--- src/rtl/job_done_arbiter_pkg.sv ---
// Widths shared by the job-done arbiter and the completion writer that drains its FIFO.
package job_done_arbiter_pkg;

    localparam int JOB_ID_W   = 9;
    localparam int RET_CODE_W = 32;
    localparam int CMPL_W     = JOB_ID_W + RET_CODE_W;

    typedef struct packed {
        logic [JOB_ID_W-1:0]   job_id;
        logic [RET_CODE_W-1:0] code;
    } cmpl_t;

endpackage

--- src/rtl/job_done_arbiter_rr.sv ---
// Round-robin arbiter: one-hot grant among requests, starting after the last winner.
module rr_arbiter #(
    parameter int N = 8
) (
    input  logic         clk,
    input  logic         rst_n,
    input  logic [N-1:0] req_i,
    input  logic         en_i,
    output logic [N-1:0] gnt_o
);

    localparam int PW = (N > 1) ? $clog2(N) : 1;

    // ptr_q is the channel with highest priority in the current cycle
    logic [PW-1:0] ptr_q, ptr_d;

    always_comb begin
        int   idx;
        logic found;
        gnt_o = '0;
        ptr_d = ptr_q;
        found = 1'b0;
        idx   = 0;
        if (en_i) begin
            for (int i = 0; i < N; i++) begin
                idx = int'(ptr_q) + i;
                if (idx >= N) idx = idx - N;
                if (!found && req_i[idx]) begin
                    found      = 1'b1;
                    gnt_o[idx] = 1'b1;
                    ptr_d      = (idx == N - 1) ? '0 : PW'(idx + 1);
                end
            end
        end
    end

    always_ff @(posedge clk or negedge rst_n) begin
        if (!rst_n) ptr_q <= '0;
        else        ptr_q <= ptr_d;
    end

endmodule

--- src/rtl/job_done_arbiter.sv ---
// Collects per-engine completions round-robin into a one-entry holding register
// that pushes into the downstream completion FIFO, sustaining one completion per cycle.
module job_done_arbiter
    import job_done_arbiter_pkg::*;
#(
    parameter int                  ENG_NUM     = 8,
    parameter logic [JOB_ID_W-1:0] ENG_ID_BASE = '0
) (
    input  logic                      clk,
    input  logic                      rst_n,
    input  logic [ENG_NUM-1:0]        eng_done_valid_i,
    input  logic [32*ENG_NUM-1:0]     eng_done_code_i,
    output logic [ENG_NUM-1:0]        eng_done_ready_o,
    input  logic                      complete_ready_i,
    output logic                      complete_push_o,
    output logic [CMPL_W-1:0]         return_data_o,
    input  logic                      arb_enable_i,
    output logic [31:0]               cmpl_cnt_o
);

    logic               hold_vld_q, hold_vld_d;
    cmpl_t              hold_data_q, hold_data_d;
    logic [31:0]        cmpl_cnt_q, cmpl_cnt_d;
    logic               arb_en;
    logic [ENG_NUM-1:0] gnt;

    assign complete_push_o = hold_vld_q & complete_ready_i;

    // Grant only when the holding slot is empty or being drained this cycle;
    // rst_n gating keeps ready_o low throughout reset.
    assign arb_en = arb_enable_i & (~hold_vld_q | complete_ready_i) & rst_n;

    rr_arbiter #(.N(ENG_NUM)) u_rr (
        .clk   (clk),
        .rst_n (rst_n),
        .req_i (eng_done_valid_i),
        .en_i  (arb_en),
        .gnt_o (gnt)
    );

    assign eng_done_ready_o = gnt;
    assign return_data_o    = hold_data_q;
    assign cmpl_cnt_o       = cmpl_cnt_q;

    always_comb begin
        hold_vld_d  = hold_vld_q & ~complete_push_o;
        hold_data_d = hold_data_q;
        cmpl_cnt_d  = cmpl_cnt_q + 32'(complete_push_o);
        for (int k = 0; k < ENG_NUM; k++) begin
            if (gnt[k]) begin
                hold_vld_d         = 1'b1;
                hold_data_d.job_id = ENG_ID_BASE + JOB_ID_W'(k);
                hold_data_d.code   = eng_done_code_i[k*RET_CODE_W +: RET_CODE_W];
            end
        end
    end

    always_ff @(posedge clk or negedge rst_n) begin
        if (!rst_n) begin
            hold_vld_q  <= 1'b0;
            hold_data_q <= '0;
            cmpl_cnt_q  <= '0;
        end else begin
            hold_vld_q  <= hold_vld_d;
            hold_data_q <= hold_data_d;
            cmpl_cnt_q  <= cmpl_cnt_d;
        end
    end

endmodule

--- config.mk ---
export PLATFORM = sky130hd
export DESIGN_NAME = job_done_arbiter
export DESIGN_NICKNAME = d
export VERILOG_FILES = /design/src/rtl/job_done_arbiter_pkg.sv /design/src/rtl/job_done_arbiter_rr.sv /design/src/rtl/job_done_arbiter.sv
export SDC_FILE = /design/constraint.sdc
export NUM_CORES = 1
export LEC_CHECK = 0
export BUFFER_PORTS_ARGS = -buffer_cell sky130_fd_sc_hd__buf_2
export CORE_AREA = 2 2 135 137
export CTS_CLUSTER_SIZE = 16
export DETAILED_ROUTE_END_ITERATION = 6
export DIE_AREA = 0 0 137 139
export PLACE_DENSITY_LB_ADDON = 0.25
export SYNTH_ARGS = -nofsm -noshare
export SYNTH_HDL_FRONTEND = slang
export SYNTH_HIERARCHICAL = 1
export SYNTH_SLANG_ARGS = --single-unit
--- constraint.sdc ---
create_clock -name clk -period 5.6 [get_ports clk]
set_input_delay 0.84 -clock clk [delete_from_list [all_inputs] [get_ports clk]]
set_output_delay 0.84 -clock clk [all_outputs]
set_load 0.03 [all_outputs]
==> impl_metrics.env <==
export IMPL_outcome="complete, no violations"
export IMPL_path_common_cell="ha_1"
export IMPL_clock_latency_ns=0.34
export IMPL_drc_errors=0
export IMPL_yosysTopAreaCell="dfrtp_1"
export IMPL_fmax_mhz=189.1
export IMPL_width_of_the_die_um=137
export IMPL_floorplan_rows=49
export IMPL_finalSetupViolations=0
export IMPL_synth_enable_flop_cells=0
export IMPL_path_cells="inv_1, ha_1, ha_1, mux4_2, mux2_2, or4_4, nor3_4, a222oi_1, a311oi_4, buf_2"
export IMPL_cts_root_buffer_cell="clkbuf_16"
export IMPL_cts_repair_timing_setup_buffer_count=0
export IMPL_cts_buffers=9
export IMPL_slew_headroom_pct=37.20
export IMPL_hold_violations=0
export IMPL_initial_core_utilization_pct=38.47
export IMPL_grt_start_max_net_pins=44
export IMPL_power_density_cell_area_nw_per_um2=529.1
export IMPL_timing_critical_path_arrival_ns=4.45
export IMPL_design_portCount=350
export IMPL_core_area_sq_um=17660
export IMPL_grt_pass1_wl_um=40300
export IMPL_period_share_pct=94.45
export IMPL_ctsLongestPathBuffers=2
export IMPL_maxSlewViolCount=0
export IMPL_clk_pin_slew_ns=0.07
export IMPL_critical_path_startpoint_type="flop"
export IMPL_netlist_top_cells_area="dfrtp_1 26%, a221o_1 4.4%, nand2b_1 4.2%, nand2_1 4.1%, mux2i_1 4.1%"
export IMPL_die_area_sq_um=19040
export IMPL_final_setup_tns_ns=0
export IMPL_area_grow_syn2layout_pct=32.86
export IMPL_p_leak_uw=0.004195
export IMPL_drv_max_cap_violation_count=0
export IMPL_clock_skew_after_layout_ns=0.01254
export IMPL_global_route_overflow_total=0
export IMPL_antenna_violating_nets_post_route=0
export IMPL_wl_um=26770
export IMPL_detailed_router_iteration_count_before_antenna_repair=5
export IMPL_routed_via_count=7468
export IMPL_seqCellArea_sq_um=1777
export IMPL_buffer_ports_inserted=343
export IMPL_critical_path_class="reg -> out"
export IMPL_syn_cell_area_sq_um=6793
export IMPL_grt_antenna_before_repair=2
export IMPL_vdd_drop_max_uv=275.5
export IMPL_cts_tree="built"
export IMPL_number_of_global_route_vias_before_repair=7157
export IMPL_clock_sink_count=71
export IMPL_async_reset_ff_share_pct=100.0
export IMPL_post_route_min_period_ns=5.289
export IMPL_synth_top_area_share_pct=26.16
export IMPL_die_h_um=139
export IMPL_final_core_util_pct=51.11
export IMPL_synth_ff_latch_count=71
export IMPL_fillCellCount=1732
export IMPL_fin_nets=1375
export IMPL_drt_iter0_drc=593
export IMPL_dp_final_hpwl_um=20830
export IMPL_tightest_slew_ns=0.9377
export IMPL_h_tree_depth=3
export IMPL_postSynth_topFlopCell="dfrtp_1"
export IMPL_yosysSeqAreaShare_pct=26.16
export IMPL_gp_congestion=0.9563
export IMPL_multi_input_area_sq_um=4596
export IMPL_drive_gt1_share_pct=41.17
export IMPL_grt_setup_unrepaired="false"
export IMPL_crit_fanout=8
export IMPL_critPathCaptureType="primary output"
export IMPL_critPathMaxStageDelay_ns=0.59
export IMPL_yosys_warnings=6
export IMPL_syn_avg_cell_area_sq_um=8.833
export IMPL_instance_count_of_the_mapped_netlist=769
export IMPL_detail_route_wl_per_cell_um=20.22
export IMPL_ys_types=77
export IMPL_worst_hold_path_type="reg -> reg"
export IMPL_worst_ep_required_time_ns=4.76
export IMPL_groute_usage_overall_pct=27.48
export IMPL_slowest_stage="or4_4"
export IMPL_post_drt_via_cell_ratio=5.640
[timing repair]
action                     in CTS  in global routing
gates resized for setup         0                  1
hold buffers                    0                  0
setup endpoints to repair       0                  1
[per-stage QoR]
step | area [sq um] | total power (uW) | cells | worst slack, ns | hold slack [ns]
final | 9025 | 4775 | 1324 | 0.3108 | 0.4720
after global routing | 9025 | 5132 | 1324 | 0.05091 | 0.4901
after CTS | 9014 | 4789 | 1322 | 0.3135 | 0.4739
after detailed placement | 8715 | 4190 | 1306 | 0.4948 | 0.4612
after global placement | 8715 | 4188 | 1306 | 0.5445 | 0.4572
after floorplan | 6840 | 3290 | 774 | 0.05115 | 0.4516
[per-layer routing]
layer | up-vias | wire length, um | GRT usage [%]
met4 | 0 | 763 | 9.767
met5 | - | 0 | 0
met3 | 46 | 1936 | 5.556
met2 | 313 | 13260 | 46.14
li1 | 3517 | - | -
met1 | 3592 | 10810 | 34.72
[kinds of logic after synthesis]
| kind of cell | count (synthesis) | share of synthesized area, % |
|---|---|---|
| muxes | 59 | 11.59 |
| and+or+nand+nor | 263 | 22.09 |
| DFF | 71 | 26.16 |
| buffers and inverters | 100 | 8.031 |
| other | 1 | 0.05521 |
| xor gates and xnor gates | 32 | 4.126 |
| adders and majority gates | 19 | 3.500 |
| AOI/OAI and AO/OA | 224 | 24.46 |
[sequential cells by signal, summed over array words and instances, names as in the netlist]
signal and cells:
hold_vld_q 1, cmpl_cnt_o 32, return_data_o 35, u_rr/ptr_q 3
[where the power goes]
part / internal [uW] / total (uW) / switching, uW
registers: 697 / 805 / 108
logic: 1290 / 3390 / 2090
clock network: 355 / 586 / 231
total: 2340 / 4780 / 2430
[layout make-up]
type                            instances  share of cell area, %
Antenna cell                            2                0.05546
Clock buffer                           10                  2.648
Clock inverter                          6                 0.6655
Inverter                               32                  1.331
Multi-Input combinational cell        603                  50.92
Sequential cell                        71                  19.69
Tap cell                              229                  3.175
Timing Repair Buffer                  371                  21.52
[worst paths after layout]
check,slack [ns],depth (start not counted),from,end
min in group asynchronous,0.49,1,rst_n,cmpl_cnt_o[29]
setup reg to reg,0.44,15,u_rr/ptr_q[1],return_data_o[25]
setup / recovery,0.31,10,u_rr/ptr_q[1],eng_done_ready_o[3]
hold reg to reg,0.47,1,cmpl_cnt_o[31],cmpl_cnt_o[31]
max in group asynchronous,4.22,2,rst_n,cmpl_cnt_o[4]
hold / removal,0.47,1,cmpl_cnt_o[31],cmpl_cnt_o[31]
[synthesized netlist by cell type (13+ instances only)]
master / instances
nand2_1: 75
dfrtp_1: 71
nand2b_1: 46
a21oi_1: 40
inv_1: 31
a221o_1: 30
mux2i_1: 28
nand3_1: 25
xnor2_1: 24
o31ai_1: 22
buf_2: 21
nor2_1: 21
nor2b_1: 21
a22oi_1: 20
ha_1: 19
nor3b_1: 18
clkbuf_1: 17
o211ai_1: 16
a31oi_1: 14
buf_4: 13
o21ai_1: 13
[placed cells by master (no fill, tap or decap), types with 6 or more instances in the layout]
cell,count
mux4_2,11
nor2_1,21
buf_2,342
nor2b_1,20
xnor2_1,24
o211ai_1,16
o31ai_1,21
nand2b_1,46
nor3b_1,18
nand4_1,11
a221o_1,30
mux2_2,10
conb_1,6
a22oi_1,20
a21oi_2,10
nor3_1,8
clkbuf_16,9
a21oi_1,40
xor2_1,8
o221ai_1,12
mux2_1,7
o21ai_0,12
ha_1,19
buf_4,28
o21ai_1,13
inv_1,31
nand2_1,75
mux2i_1,28
a31oi_1,14
nand3_1,25
dfrtp_1,71
[critical path, delay by kind of cell (launching register included)]
| kind | cells | cell delay (ns) |
|---|---|---|
| DFF | 1 | 0.35 |
| AOI/OAI and AO/OA | 2 | 0.80 |
| buffers and inverters | 2 | 0.44 |
| adders and majority gates | 2 | 0.76 |
| and+or+nand+nor | 2 | 0.90 |
| muxes | 2 | 0.86 |
Power figures use the tool's default switching activity.
